## config.mk

```make
export PLATFORM = sky130hd
export DESIGN_NAME = ib_pc_sequencer
export DESIGN_NICKNAME = d
export VERILOG_FILES = /design/src/rtl/ib_pc_pkg.sv /design/src/rtl/ib_ras.sv /design/src/rtl/ib_pc_sequencer.sv
export SDC_FILE = /design/constraint.sdc
export NUM_CORES = 1
export LEC_CHECK = 0
export BUFFER_PORTS_ARGS = -buffer_cell sky130_fd_sc_hd__clkbuf_2
export CAP_MARGIN = 15
export CORE_MARGIN = 3
export CORE_UTILIZATION = 43
export DETAILED_ROUTE_END_ITERATION = 16
export GPL_TIMING_DRIVEN = 0
export PLACE_DENSITY = 0.59
export SLEW_MARGIN = 20
export SYNTH_ARGS = -nofsm -noshare
export SYNTH_HDL_FRONTEND = slang
export SYNTH_HIERARCHICAL = 1
export SYNTH_SLANG_ARGS = --single-unit
```

## constraint.sdc

```tcl
create_clock -name clk -period 4.36 [get_ports clk]
set_input_delay 0.436 -clock clk [delete_from_list [all_inputs] [get_ports clk]]
set_output_delay 0.436 -clock clk [all_outputs]
set_load 0.02 [all_outputs]
```

## src/rtl/ib_pc_pkg.sv

```systemverilog
// Shared definitions for the instruction-fetch PC sequencer.
// Holds the opcode encoding used by both the control unit and the sequencer.
// No logic; the package only provides types and constants.
package ib_pc_pkg;

  localparam int PC_OP_W = 3;

  // The encoding is fixed because the control unit drives these raw codes.
  // Codes 5..7 are reserved and execute as OP_SEQ.
  typedef enum logic [PC_OP_W-1:0] {
    OP_SEQ  = 3'd0,
    OP_BR   = 3'd1,
    OP_JMP  = 3'd2,
    OP_CALL = 3'd3,
    OP_RET  = 3'd4
  } pc_op_t;

endpackage : ib_pc_pkg

```

## src/rtl/ib_ras.sv

```systemverilog
// Return-address stack: a circular LIFO that overwrites its oldest entry on overflow.
// Latency: push/pop take effect at the clock edge; top/full/empty reflect it the next cycle.
// Backpressure: none. Overflow and underflow are reported through one-cycle ovf/unf pulses.
//
// Ports:
//   clk, rst_n       clock and asynchronous active-low reset
//   push, push_data  store push_data as the new top (wins over pop if both are high)
//   pop              discard the top entry; flags unf if the stack is empty
//   top              current top entry (valid only when empty=0)
//   full, empty      registered occupancy flags
//   ovf, unf         registered one-cycle event pulses
module ib_ras #(
  parameter int AWIDTH    = 6,
  parameter int RAS_DEPTH = 4
) (
  input  logic              clk,
  input  logic              rst_n,
  input  logic              push,
  input  logic              pop,
  input  logic [AWIDTH-1:0] push_data,
  output logic [AWIDTH-1:0] top,
  output logic              full,
  output logic              empty,
  output logic              ovf,
  output logic              unf
);

  localparam int PW = (RAS_DEPTH > 1) ? $clog2(RAS_DEPTH) : 1;
  localparam int CW = PW + 1;

  logic [AWIDTH-1:0] mem_q [RAS_DEPTH];
  logic [AWIDTH-1:0] mem_d [RAS_DEPTH];
  logic [PW-1:0]     wptr_q, wptr_d;
  logic [CW-1:0]     cnt_q, cnt_d;
  logic              full_q, full_d;
  logic              empty_q, empty_d;
  logic              ovf_q, ovf_d;
  logic              unf_q, unf_d;

  always_comb begin
    mem_d  = mem_q;
    wptr_d = wptr_q;
    cnt_d  = cnt_q;
    ovf_d  = 1'b0;
    unf_d  = 1'b0;

    if (push) begin
      // The write pointer always advances; on a full stack the slot it lands
      // on is the oldest entry, so the circular buffer drops it implicitly.
      mem_d[wptr_q] = push_data;
      wptr_d        = wptr_q + PW'(1);
      if (full_q) begin
        ovf_d = 1'b1;
      end else begin
        cnt_d = cnt_q + CW'(1);
      end
    end else if (pop) begin
      if (empty_q) begin
        unf_d = 1'b1;
      end else begin
        wptr_d = wptr_q - PW'(1);
        cnt_d  = cnt_q - CW'(1);
      end
    end

    full_d  = (cnt_d == CW'(RAS_DEPTH));
    empty_d = (cnt_d == '0);
  end

  always_ff @(posedge clk or negedge rst_n) begin
    if (!rst_n) begin
      for (int i = 0; i < RAS_DEPTH; i++) begin
        mem_q[i] <= '0;
      end
      wptr_q  <= '0;
      cnt_q   <= '0;
      full_q  <= 1'b0;
      empty_q <= 1'b1;
      ovf_q   <= 1'b0;
      unf_q   <= 1'b0;
    end else begin
      mem_q   <= mem_d;
      wptr_q  <= wptr_d;
      cnt_q   <= cnt_d;
      full_q  <= full_d;
      empty_q <= empty_d;
      ovf_q   <= ovf_d;
      unf_q   <= unf_d;
    end
  end

  // Most recent entry sits just below the write pointer.
  assign top   = mem_q[wptr_q - PW'(1)];
  assign full  = full_q;
  assign empty = empty_q;
  assign ovf   = ovf_q;
  assign unf   = unf_q;

endmodule : ib_ras

```

## src/rtl/ib_pc_sequencer.sv

```systemverilog
// Registered program counter with sequential step, relative branch, jump, call and return.
// Latency: 1 cycle from the op sampled at a rising edge to the new value on pc.
// Backpressure: en=0 stalls; pc and the return-address stack hold and no flags pulse.
//
// Ports:
//   clk, rst_n            clock and asynchronous active-low reset
//   en                    advance enable
//   op, br_taken          operation code and branch condition
//   target, offset        absolute destination and signed branch displacement
//   pc                    registered current PC
//   ras_full, ras_empty   return-address stack occupancy
//   ras_ovf, ras_unf      one-cycle overflow/underflow pulses
module ib_pc_sequencer
  import ib_pc_pkg::*;
#(
  parameter int AWIDTH    = 6,
  parameter int STEP      = 1,
  parameter int RESET_PC  = 0,
  parameter int RAS_DEPTH = 4
) (
  input  logic               clk,
  input  logic               rst_n,
  input  logic               en,
  input  logic [PC_OP_W-1:0] op,
  input  logic               br_taken,
  input  logic [AWIDTH-1:0]  target,
  input  logic [AWIDTH-1:0]  offset,
  output logic [AWIDTH-1:0]  pc,
  output logic               ras_full,
  output logic               ras_empty,
  output logic               ras_ovf,
  output logic               ras_unf
);

  logic [AWIDTH-1:0] pc_q, pc_d;
  logic [AWIDTH-1:0] seq;
  logic [AWIDTH-1:0] ras_top;
  logic              ras_push;
  logic              ras_pop;
  pc_op_t            op_e;

  assign op_e     = pc_op_t'(op);
  assign seq      = pc_q + AWIDTH'(STEP);
  assign ras_push = en && (op_e == OP_CALL);
  assign ras_pop  = en && (op_e == OP_RET);

  ib_ras #(
    .AWIDTH    (AWIDTH),
    .RAS_DEPTH (RAS_DEPTH)
  ) u_ras (
    .clk       (clk),
    .rst_n     (rst_n),
    .push      (ras_push),
    .pop       (ras_pop),
    .push_data (seq),
    .top       (ras_top),
    .full      (ras_full),
    .empty     (ras_empty),
    .ovf       (ras_ovf),
    .unf       (ras_unf)
  );

  always_comb begin
    pc_d = pc_q;
    if (en) begin
      case (op_e)
        // Offset is two's complement at AWIDTH, so an unsigned add at the
        // same width gives the signed result modulo 2^AWIDTH.
        OP_BR:   pc_d = br_taken ? (pc_q + offset) : seq;
        OP_JMP:  pc_d = target;
        OP_CALL: pc_d = target;
        OP_RET:  pc_d = ras_empty ? seq : ras_top;
        default: pc_d = seq;
      endcase
    end
  end

  always_ff @(posedge clk or negedge rst_n) begin
    if (!rst_n) begin
      pc_q <= AWIDTH'(RESET_PC);
    end else begin
      pc_q <= pc_d;
    end
  end

  assign pc = pc_q;

endmodule : ib_pc_sequencer
```

==> metrics.md, run 1 <==
| Metric | Value |
|---|---|
| Post-synth top area share | `0.395` |
| Drt drc | `0` |
| CTS tree | `done` |
| Main combinational cell family by area after synthesis | `multiplexers` |
| Post-Synth Simple-Gate Area | `0.136` |
| Worst-Margin Slew | `886 ps` |
| Critical-path top delay cell | `mux4_2` |
| Antenna-violating nets left | `0` |
| Vias per Instance | `5.45` |
| Initial detailed-routing violation count | `95` |
| Num CTS Buffers | `5` |
| Yosys cell types | `47` |
| Commonest non-fill, non-tap cell in the layout | `dfrtp_1` |
| Yosys reg bits | `39` |
| Share of synthesized registers carrying an async set or reset | `1.00` |
| Post-Syn Instances | `217` |
| Top post-synthesis cells by area | `dfrtp_1, mux2_2, ha_1` |
| Global-route wire length before repair | `8080 um` |
| Average wire per standard cell | `15.7 um` |
| Lkg Pwr | `1.25 nW` |
| Placement-stage cell area | `2620 um2` |
| WP data required | `4540 ps` |
| Post-synthesis xor/xnor area fraction | `0.0327` |
| Final hold viol count | `0` |
| Area delta synth->final | `13.7%` |
| Post-DP HPWL | `3620 um` |
| CP peak stage delay | `390 ps` |
| Worst Setup End Kind | `flip-flop` |
| Most frequent cells in the layout | `dfrtp_1, mux2_2, clkbuf_2` |
| Starting Density | `0.457` |
| Post-synthesis sequential area ratio | `0.406` |
| Pwr dens | `588 nW/um2` |
| CP Launch Type | `flip-flop` |
| Die H | `80.8 um` |
| Drt first pass iters | `4` |
| Hold/Removal Path Class | `primary input to async pin` |
| Crit-path cells | `buf_2, inv_1, ha_1, clkbuf_1, mux4_2, nand2b_1, a31oi_1, nor3b_1, o22ai_1` |
| Max-slew violations | `0` |
| Hold-fix buffers, CTS | `0` |
| Crit path kind | `flip-flop to flip-flop` |
| Initial antenna violation count | `0` |
| GRT Total Usage | `0.163` |
| Ys Warns | `6` |
| Final instance area | `2740 um2` |
| Sink Count | `39` |
| Share of post-route cells with drive strength above 1 | `0.312` |
| Mux cell area share after synthesis | `0.207` |
| # fillers | `498` |
| Crit path max fanout | `8` |
| Reg2reg setup slack | `1860 ps` |
| Die ar. | `6540 um2` |
| Tcrit/Tclk final | `0.574` |
| Post-synthesis cell area | `2410 um2` |
| Dominant cell type by area after synthesis | `dfrtp_1` |
| Setup skew after layout | `11.9 ps` |
| Number of global-route vias before repair | `1679` |
| Clock-pin slew on the worst setup and hold paths | `90 ps` |
| DRT Wirelength | `5030 um` |
| Power Total | `1.61 mW` |
| Max Cap Viol | `0` |
| Vias | `1745` |
| Nets | `281` |
| Post-synthesis compound-gate area fraction | `0.112` |
| Sequential share of power | `0.390` |
| Combinational share of power | `0.415` |
| Post-CTS sizing | `0` |
| Prevailing post-synth register cell | `dfrtp_1` |
| Area of the core | `5270 um2` |
| Min Tclk post-route | `2500 ps` |
| Setup Viol. Count Final | `0` |
| # rows | `26` |
| Status | `completed` |
| Clock root buffer | `clkbuf_8` |
| Cell Int Power | `1.04 mW` |
| Syn_nets | `249` |
| Relative slew slack | `0.410` |
| Worst R2R End | `pc[4]` |
| PortBufs | `25` |
| Worst vdd ir | `285 uV` |
| # IOs | `29` |
| Arr. time, crit path | `2680 ps` |
| R2r worst-path depth | `9` |
| Critical register-to-register path startpoint | `u_ras/wptr_q[0]` |
| Diode count | `0` |
| Postcts setup bufs | `0` |
| P_sw | `573 uW` |
| Clk network pwr share | `0.195` |
| Fmax | `0.400 GHz` |
| Synth Area per Inst | `11.1 um2` |
| Top cell family by delay on the critical path | `buffers and inverters` |
| CTS H-Tree Depth | `2` |
| CP Buf/Inv Count | `3` |
| Adder-Cell Fraction of Synth Area | `0.0706` |
| Total gr overflow | `0` |
| Setup total negative slack | `0 ps` |
| Clock buffer depth | `2` |
| GP Congestion | `0.784` |
| Worst skew pair latency | `300 ps` |
| Unrepaired setup endpoints after global routing | `false` |
| Switching Share | `0.356` |
| Hold slack | `249 ps` |
| Largest net degree at the start of global routing | `40` |
| Die width | `80.8 um` |
| Post-synth EDFFs | `0` |
## worst max path at each step
stage	cells after the start	start	endpoint	slack, ps
after floorplan	8	en	u_ras/cnt_q[2]	2190
after global placement	7	en	u_ras/mem_q[10]	1660
after detailed placement	7	en	u_ras/mem_q[8]	1680
after CTS	9	u_ras/wptr_q[0]	pc[4]	1820
after global routing	9	u_ras/wptr_q[0]	pc[4]	1640
final	9	u_ras/wptr_q[0]	pc[4]	1860
## stage by stage
stage,setup WS [ps],util,std cells
floorplan,2190,-,217
global placement,1660,0.497,312
detailed placement,1680,0.497,312
CTS,1820,0.519,320
global route,1640,0.519,320
finish,1860,0.519,320
## Yosys cell counts, types with 5 or more instances
master     n
nand2_1   15
xnor2_1    9
nand2b_1   5
mux2i_1    6
clkbuf_1   5
a21oi_1    9
mux4_2     6
nor2_1     8
o22ai_1    5
ha_1      12
mux2_2    27
o21ai_0   10
dfrtp_1   38
inv_1     10
## cells by family after synthesis
family	Yosys count
simple gates	55
compound gates	42
flops	39
xor+xnor	9
fa+ha+maj	13
mux	39
buf+inv	20
## power groups by stage
| stage | clock, mW | sequential [mW] | combinational [mW] |
|---|---|---|---|
| finish | 0.314 | 0.629 | 0.667 |
| detailed placement | 0 | 0.636 | 0.672 |
| CTS | 0.326 | 0.628 | 0.675 |
| floorplan | 0 | 0.631 | 0.503 |
| global route | 0.339 | 0.650 | 0.742 |
| global placement | 0 | 0.632 | 0.664 |
## sequential cells by signal, indices dropped and copies added, names as in the netlist
register and flops:
u_ras/wptr_q 2, u_ras/ovf 1, pc 6, u_ras/empty 1, u_ras/unf 1, u_ras/cnt_q 3, u_ras/full 1, u_ras/mem_q 24
## worst register-to-register path, stage by stage, from the launching register on
cell and delay (ps):
dfrtp_1 380, buf_2 290, inv_1 110, ha_1 290, clkbuf_1 370, mux4_2 390
nand2b_1 90, a31oi_1 120, nor3b_1 230, o22ai_1 110
## cell type report
| class | instances | area (um2) | share of cell area |
|---|---|---|---|
| Multi-Input combinational cell | 158 | 1350 | 0.491 |
| Clock buffer | 5 | 68.8 | 0.0251 |
| Inverter | 10 | 37.5 | 0.0137 |
| Timing Repair Buffer | 25 | 125 | 0.0457 |
| Tap cell | 70 | 87.6 | 0.0320 |
| Clock inverter | 3 | 47.5 | 0.0174 |
| Sequential cell | 39 | 977 | 0.357 |
| Buffer | 10 | 48.8 | 0.0178 |
## routing by layer
metal | up-vias | global-route usage | wire length, um
li1 | 858 | - | -
met1 | 856 | 0.211 | 2440
met2 | 26 | 0.278 | 2380
met3 | 5 | 0.0333 | 152
met4 | 0 | 0.0456 | 48
met5 | - | 0 | 0
No activity file was read; power rests on OpenSTA's default activity.
==> run 2, diff against run 1 <==
==> constraint.sdc (replaced) <==
create_clock -name clk -period 2.42 [get_ports clk]
set_input_delay 0.242 -clock clk [delete_from_list [all_inputs] [get_ports clk]]
set_output_delay 0.242 -clock clk [all_outputs]
set_load 0.02 [all_outputs]
==> metrics.md, run 2 (same netlist as run 1, synthesis figures left out) <==
| Metric | Value |
|---|---|
| Status | `completed` |
| Vias | `1749` |
| Total gr overflow | `0` |
| Sink Count | `39` |
| Worst R2R End | `pc[4]` |
| Hold slack | `52.8 ps` |
| Vias per Instance | `5.48` |
| Final instance area | `2740 um2` |
| Largest Register | `u_ras/mem_q` |
| Crit path kind | `flip-flop to flip-flop` |
| Num CTS Buffers | `5` |
| Initial detailed-routing violation count | `94` |
| Relative slew slack | `0.414` |
| Min Tclk post-route | `2190 ps` |
| GP Congestion | `0.784` |
| Commonest non-fill, non-tap cell in the layout | `dfrtp_1` |
| Die width | `80.8 um` |
| Setup crit start | `u_ras/wptr_q[0]` |
| Setup skew after layout | `9.73 ps` |
| Fmax | `0.457 GHz` |
| Die H | `80.8 um` |
| Post-DP HPWL | `3620 um` |
| PortBufs | `25` |
| DRT Wirelength | `5020 um` |
| Worst vdd ir | `514 uV` |
| Area of the core | `5270 um2` |
| Lkg Pwr | `1.25 nW` |
| Placement-stage cell area | `2620 um2` |
| Hold-fix buffers, CTS | `0` |
| Worst-Margin Slew | `879 ps` |
| Tcrit/Tclk final | `0.905` |
| Setup total negative slack | `0 ps` |
| Worst setup endpoint | `pc[4]` |
| Area of the multi-input gates | `1350 um2` |
| Drt first pass iters | `4` |
| Hold/Removal Path Class | `primary input to async pin` |
| Initial antenna violation count | `0` |
| Clock root buffer | `clkbuf_8` |
| Worst skew pair latency | `300 ps` |
| Unrepaired setup endpoints after global routing | `false` |
| Max Cap Viol | `0` |
| Arr. time, crit path | `2370 ps` |
| R2r worst-path depth | `8` |
| Nets | `280` |
| CTS tree | `done` |
| # fillers | `500` |
| GRT Total Usage | `0.164` |
| CP Launch Type | `flip-flop` |
| Most frequent cells in the layout | `dfrtp_1, mux2_2, clkbuf_2` |
| Largest net degree at the start of global routing | `40` |
| # rows | `26` |
| Largest register FFs | `24` |
| Final hold viol count | `0` |
| Area occupied by registers | `977 um2` |
| Antenna-violating nets left | `0` |
| Number of global-route vias before repair | `1684` |
| Clock-pin slew on the worst setup and hold paths | `90 ps` |
| Starting Density | `0.457` |
| # IOs | `29` |
| Drt drc | `0` |
| Critical register-to-register path startpoint | `u_ras/wptr_q[0]` |
| Share of post-route cells with drive strength above 1 | `0.317` |
| CTS H-Tree Depth | `2` |
| Worst Setup End Kind | `flip-flop` |
| WP data required | `2600 ps` |
| Average wire per standard cell | `15.7 um` |
| Max-slew violations | `0` |
| Crit path max fanout | `8` |
| Area delta synth->final | `13.7%` |
| Die ar. | `6540 um2` |
| Pwr dens | `1060 nW/um2` |
| Postcts setup bufs | `0` |
| Clock buffer depth | `2` |
| Setup Viol. Count Final | `0` |
| Reg2reg setup slack | `230 ps` |
| Diode count | `0` |
| Global-route wire length before repair | `8080 um` |
-- run 2: final cells by class --
cell class / instances / share of cell area
plain buffers: 9 / 0.0174
clock buffers: 5 / 0.0251
clock inverters: 3 / 0.0174
inverters: 10 / 0.0137
multi-input cells: 158 / 0.492
flip-flops and latches: 39 / 0.357
well taps: 70 / 0.0320
repair buffers: 25 / 0.0457
-- run 2: where the power goes --
part	internal, mW	leakage (nW)	switching (mW)	total, mW
logic	0.647	0.702	0.564	1.21
registers	0.923	0.486	0.212	1.13
clock network	0.313	0.0587	0.254	0.567
-- run 2: worst max-delay path, stage by stage (launching register included) --
cell,delay [ps]
dfrtp_1,390
clkbuf_4,250
inv_1,90
ha_2,440
mux4_2,340
nand2b_1,90
a31oi_1,120
nor3b_1,230
o22ai_1,110
-- run 2: what timing repair did --
item                                    4_1_cts  5_1_grt
gates cloned                                  0        0
endpoints found under the setup margin        4        3
gates resized for setup                       0        2
-- run 2: how the worst min path moves through the flow --
stage | end | slack, ps
after global placement | u_ras/full | 460
after global routing | pc[1] | 140
after floorplan | pc[0] | -50
after CTS | pc[1] | 130
final | pc[1] | 50
after detailed placement | u_ras/full | 460
-- run 2: per-stage QoR --
step	setup slack [ps]	cells	util	total power, mW
5_1_grt	55.5	319	0.520	3.13
3_3_place_gp	-86.2	312	0.497	2.34
6_report	230	319	0.520	2.91
4_1_cts	53.0	319	0.519	2.93
2_1_floorplan	311	217	-	2.04
3_5_place_dp	-108	312	0.497	2.36
-- run 2: layer usage --
| metal | global-route usage | share of wire | vias to the layer above |
|---|---|---|---|
| li1 | - | - | 861 |
| met1 | 0.211 | 0.49 | 855 |
| met2 | 0.279 | 0.47 | 27 |
| met3 | 0.0333 | 0.034 | 6 |
| met4 | 0.0456 | 0.011 | 0 |
| met5 | 0 | 0 | - |
